**src/rtl/fetch_queue_pkg.sv**
```systemverilog
// fetch_queue_pkg: shared pipeline definitions for the fetch queue
package fetch_queue_pkg;
  localparam int FQ_DEPTH = 8;
  localparam logic [31:0] NOOP_INST = 32'h47ff041f;
  typedef enum logic [1:0] {
    BUSY_NONE = 2'd0,
    BUSY_ONE  = 2'd1,
    BUSY_FULL = 2'd2
  } busy_e;
  typedef struct packed {
    logic [63:0] npc;
    logic [31:0] ir;
  } fq_entry_t;
endpackage

```
**src/rtl/fetch_queue_mem.sv**
```systemverilog
// fq_mem: entry storage with two write ports and two combinational read ports
module fq_mem
  import fetch_queue_pkg::*;
#(
  parameter int DEPTH = FQ_DEPTH,
  parameter int PTR_W = $clog2(DEPTH)
) (
  input  logic             clock,
  input  logic             we0,
  input  logic             we1,
  input  logic [PTR_W-1:0] wa0,
  input  logic [PTR_W-1:0] wa1,
  input  fq_entry_t        wd0,
  input  fq_entry_t        wd1,
  input  logic [PTR_W-1:0] ra0,
  input  logic [PTR_W-1:0] ra1,
  output fq_entry_t        rd0,
  output fq_entry_t        rd1
);
  fq_entry_t mem [DEPTH];
  always_ff @(posedge clock) begin
    if (we0) mem[wa0] <= wd0;
    if (we1) mem[wa1] <= wd1;
  end
  assign rd0 = mem[ra0];
  assign rd1 = mem[ra1];
endmodule

```
**src/rtl/fetch_queue.sv**
```systemverilog
// fetch_queue: 2-in/2-out circular instruction buffer between fetch and decode
module fetch_queue
  import fetch_queue_pkg::*;
#(
  parameter int DEPTH = FQ_DEPTH,
  parameter int PTR_W = $clog2(DEPTH)
) (
  input  logic        clock,
  input  logic        reset,
  input  logic [63:0] if_NPC,
  input  logic [31:0] if_IR0,
  input  logic [31:0] if_IR1,
  input  logic        if_valid_inst0,
  input  logic        if_valid_inst1,
  input  logic        flush,
  input  logic [1:0]  id_take,
  output logic [1:0]  fq_busy,
  output logic [31:0] id_IR0,
  output logic [31:0] id_IR1,
  output logic [63:0] id_NPC0,
  output logic [63:0] id_NPC1,
  output logic        id_valid_inst0,
  output logic        id_valid_inst1
);
  localparam int CW = PTR_W + 1;
  localparam logic [CW-1:0] DEPTH_C = CW'(DEPTH);
  logic [PTR_W-1:0] head, tail;
  logic [CW-1:0] count, free, n_valid, acc, take;
  fq_entry_t wd0, wd1, rd0, rd1;
  // room is judged on the registered count so it matches what fq_busy told fetch
  always_comb begin
    free = DEPTH_C - count;
    n_valid = CW'(if_valid_inst0) + CW'(if_valid_inst1);
    acc = (n_valid > free) ? free : n_valid;
    take = (CW'(id_take) > count) ? count : CW'(id_take);
    wd0 = '{npc: if_NPC, ir: if_valid_inst0 ? if_IR0 : if_IR1};
    wd1 = '{npc: if_NPC + 64'd4, ir: if_IR1};
  end
  always_ff @(posedge clock or negedge reset) begin
    if (!reset) begin
      head <= '0;
      tail <= '0;
      count <= '0;
    end else if (flush) begin
      head <= '0;
      tail <= '0;
      count <= '0;
    end else begin
      head <= head + PTR_W'(take);
      tail <= tail + PTR_W'(acc);
      count <= count + acc - take;
    end
  end
  fq_mem #(.DEPTH(DEPTH), .PTR_W(PTR_W)) u_mem (
    .clock (clock),
    .we0   (!flush && acc != '0),
    .we1   (!flush && acc == CW'(2)),
    .wa0   (tail),
    .wa1   (tail + PTR_W'(1)),
    .wd0   (wd0),
    .wd1   (wd1),
    .ra0   (head),
    .ra1   (head + PTR_W'(1)),
    .rd0   (rd0),
    .rd1   (rd1)
  );
  assign id_valid_inst0 = (count != '0) && !flush;
  assign id_valid_inst1 = (count > CW'(1)) && !flush;
  assign id_IR0 = id_valid_inst0 ? rd0.ir : NOOP_INST;
  assign id_IR1 = id_valid_inst1 ? rd1.ir : NOOP_INST;
  assign id_NPC0 = id_valid_inst0 ? rd0.npc : 64'd0;
  assign id_NPC1 = id_valid_inst1 ? rd1.npc : 64'd0;
  assign fq_busy = (free > CW'(1)) ? BUSY_NONE : (free == CW'(1)) ? BUSY_ONE : BUSY_FULL;
endmodule

```
**config.mk**
```make
export PLATFORM = sky130hd
export DESIGN_NAME = fetch_queue
export DESIGN_NICKNAME = d
export VERILOG_FILES = /design/src/rtl/fetch_queue_pkg.sv /design/src/rtl/fetch_queue_mem.sv /design/src/rtl/fetch_queue.sv
export SDC_FILE = /design/constraint.sdc
export NUM_CORES = 2
export LEC_CHECK = 0
export CORE_UTILIZATION = 49
export CTS_CLUSTER_DIAMETER = 120
export CTS_CLUSTER_SIZE = 28
export DETAILED_ROUTE_END_ITERATION = 12
export PLACE_DENSITY = 0.79
export SYNTH_ARGS = -nofsm -noshare
export SYNTH_HDL_FRONTEND = slang
export SYNTH_SLANG_ARGS = --single-unit
```
**constraint.sdc**
```tcl
create_clock -name clock -period 36.4 [get_ports clock]
set_input_delay 5.46 -clock clock [delete_from_list [all_inputs] [get_ports clock]]
set_output_delay 5.46 -clock clock [all_outputs]
set_load 0.02 [all_outputs]
```
==> run metrics <==
pwr dens around 68 nW/µm²; Crit path arrival time approximately 9.2 ns; critical path startpoint category input port; Main synth FF type edfxtp_1; design area approximately 52000 µm²; antenna violations before repair 11; # IOs 331; Distinct cells, synth 53; total track usage 28.74%; Max stage delay on crit path 0.82 ns; total power ~0.0035 W; most frequent cells in the layout edfxtp_1, nor2_1, mux4_2; worst skew pair latency about 0.6 ns; unrepaired setup endpoints after global routing no; crit-path max FO 37; minimum clock period between 10 and 15 ns; WP data required between 30 and 40 ns; EDFF count, synth 768; clock buffer count from CTS 34; clk buf depth 3; cell mode on critical path clkdlybuf4s50_1; vias per std cell between 6 and 7; global-route wire length before repair between 200000 and 250000 µm; synthesis-to-finish area growth 10.87%; DR vias 32990; FFs w/ async S/R, synth approximately 1.3%; routability congestion estimate roughly 0.81; register area share after synthesis around 50%; Crit Path Category input port to primary output; Peak VDD IR between 0.09 and 0.1 mV; clk_skew ~0.024 ns; Die Span Y 311.6 µm; post-CTS setup buffer count 0; leakage power around 16 nW; Slew @ Worst Pin approximately 1.2 ns; total core area between 90000 and 100000 µm²; DP Wirelength ~83000 µm; routed len/inst 27.47 µm; max-cap violation count 0; clock sink count 778; crit-path cells clkdlybuf4s50_1, or2_4, inv_1, nand2_4, clkinv_1, nand3_1, clkdlybuf4s50_1; filler instances 7713; clk slew on worst S/H paths around 0.11 ns; PortBufs 330; CTS tree built; final hold violations 0; share of layout cells above drive strength 1 14.75%; # setup viols final 0; Post-Syn Instances ~3800; mapped cell area between 40000 and 50000 µm²; H-tree levels 2; Area after DPL just over 50000 µm²; Rel. slew slack a little under a quarter; warnings from Yosys 0; Slowest-stage cell, CP clkdlybuf4s50_1; nets approximately 4000; die width about 310 µm; most common cell after layout, fill and taps aside edfxtp_1; Routed WL 141700 µm; syn nets around 4000; Yosys reg bits just under 800; Highest Clock Rate between 60 and 70 MHz; final cycle utilization of the critical path about two fifths; setup TNS 0 ns; vias in the first global route about 33000; DIE AREA 97090 µm²; Hold Crit Class flip-flop to flip-flop; GRT overflow 0; final antenna-violating net count 0; Syn Area/Cell 12.27 µm²; Slew Viols, Final 0; CP top delay family buffers and inverters; DRC violations left 0; largest net degree at the start of global routing between 100 and 150; DRT Pass-1 Iters 6; row cnt between 100 and 150; drt initial violations 4098; Starting Density 49.43%; CP bufs+invs 4; outcome finished clean; CP Capture Type primary output; Hold-fix buffers, CTS 0; post-CTS sizing 0; clock root buffer clkbuf_16
-- kinds of logic after synthesis --
group / count (synthesis) / share of synthesized area, %
other: 1 / 0.007984
muxes: 512 / 21.14
xor gates and xnor gates: 498 / 9.287
adders and majority gates: 20 / 0.5967
AOI/OAI and AO/OA: 371 / 4.238
buffers and inverters: 403 / 3.516
and+or+nand+nor: 1245 / 11.58
DFF: 778 / 49.64
-- cells in the mapped netlist (30+ instances only) --
| cell | count | area share (%) |
|---|---|---|
| buf_1 | 104 | 0.83 |
| xor2_1 | 299 | 5.6 |
| a21oi_1 | 336 | 3.6 |
| nand2_1 | 364 | 2.9 |
| nand3_1 | 71 | 0.76 |
| buf_2 | 68 | 0.72 |
| xnor2_1 | 199 | 3.7 |
| nor3_2 | 35 | 0.75 |
| edfxtp_1 | 768 | 49 |
| mux2i_1 | 128 | 2.7 |
| nor2_1 | 609 | 4.9 |
| clkbuf_1 | 199 | 1.6 |
| nor3_1 | 72 | 0.77 |
| mux4_2 | 384 | 18 |
| nand4_1 | 30 | 0.40 |
-- tightest hold or removal path, stage by stage (launching register included) --
cell and delay (ns):
dfrtp_1 0.54, xor2_1 0.22, nor2_1 0.05
-- flip-flops by register name, indices dropped and copies added, names as in the netlist --
| register | flops |
|---|---|
| head | 3 |
| count | 4 |
| u_mem.mem | 768 |
| tail | 3 |
-- report_power, final --
part / switching (W) / leakage (nW) / internal, W
Clock: 0.000284 / 0.459 / 0.000178
Sequential: 0.0000718 / 7.08 / 0.00109
Combinational: 0.00107 / 8.96 / 0.000833
Total: 0.00143 / 16.5 / 0.00210
-- area by class of cell --
type                    instances  area [µm²]  area share (%)
flip-flops and latches        778       23320           44.79
multi-input cells            2647       22290           42.81
repair buffers                400        3849           7.391
well taps                    1265        1583           3.040
clock buffers                  35       875.8           1.682
inverters                      19       71.32          0.1370
clock inverters                 7       55.05          0.1057
diodes                          8       20.02         0.03845
-- metal layers --
layer  global-route usage (%)  vias to the layer above  wire length, µm
met5                        0                        -               48
met4                    10.78                        8             5393
met3                    4.911                      341            14810
met2                    49.15                     2090            70690
met1                    36.67                    16500            50790
li1                         -                    14040                -
-- final timing paths --
| path | from | endpoint | slack [ns] | cells after the start |
|---|---|---|---|---|
| worst max-delay path | flush | id_IR1[30] | 21.71 | 7 |
| worst min register to register | tail[2] | tail[2] | 0.84 | 2 |
| worst max register to register | count[0] | u_mem.mem[1][76] | 31.22 | 7 |
| worst min-delay path | tail[2] | tail[2] | 0.84 | 2 |
| min in group asynchronous | reset | head[0] | 5.16 | 1 |
| max in group asynchronous | reset | head[2] | 30.89 | 1 |
-- per-stage QoR --
| stage | worst slack (ns) | util [%] | hold WS, ns | instances |
|---|---|---|---|---|
| floorplan | 19.63 | - | 0.6118 | 3828 |
| CTS | 21.67 | 54.78 | 0.8301 | 5151 |
| detailed placement | 21.67 | 53.80 | 0.8147 | 5109 |
| finish | 21.71 | 54.81 | 0.8387 | 5159 |
| global placement | 21.88 | 53.80 | 0.7857 | 5109 |
| global route | 21.49 | 54.80 | 0.8518 | 5158 |
Note: power is estimated with default switching activity, not from simulation.
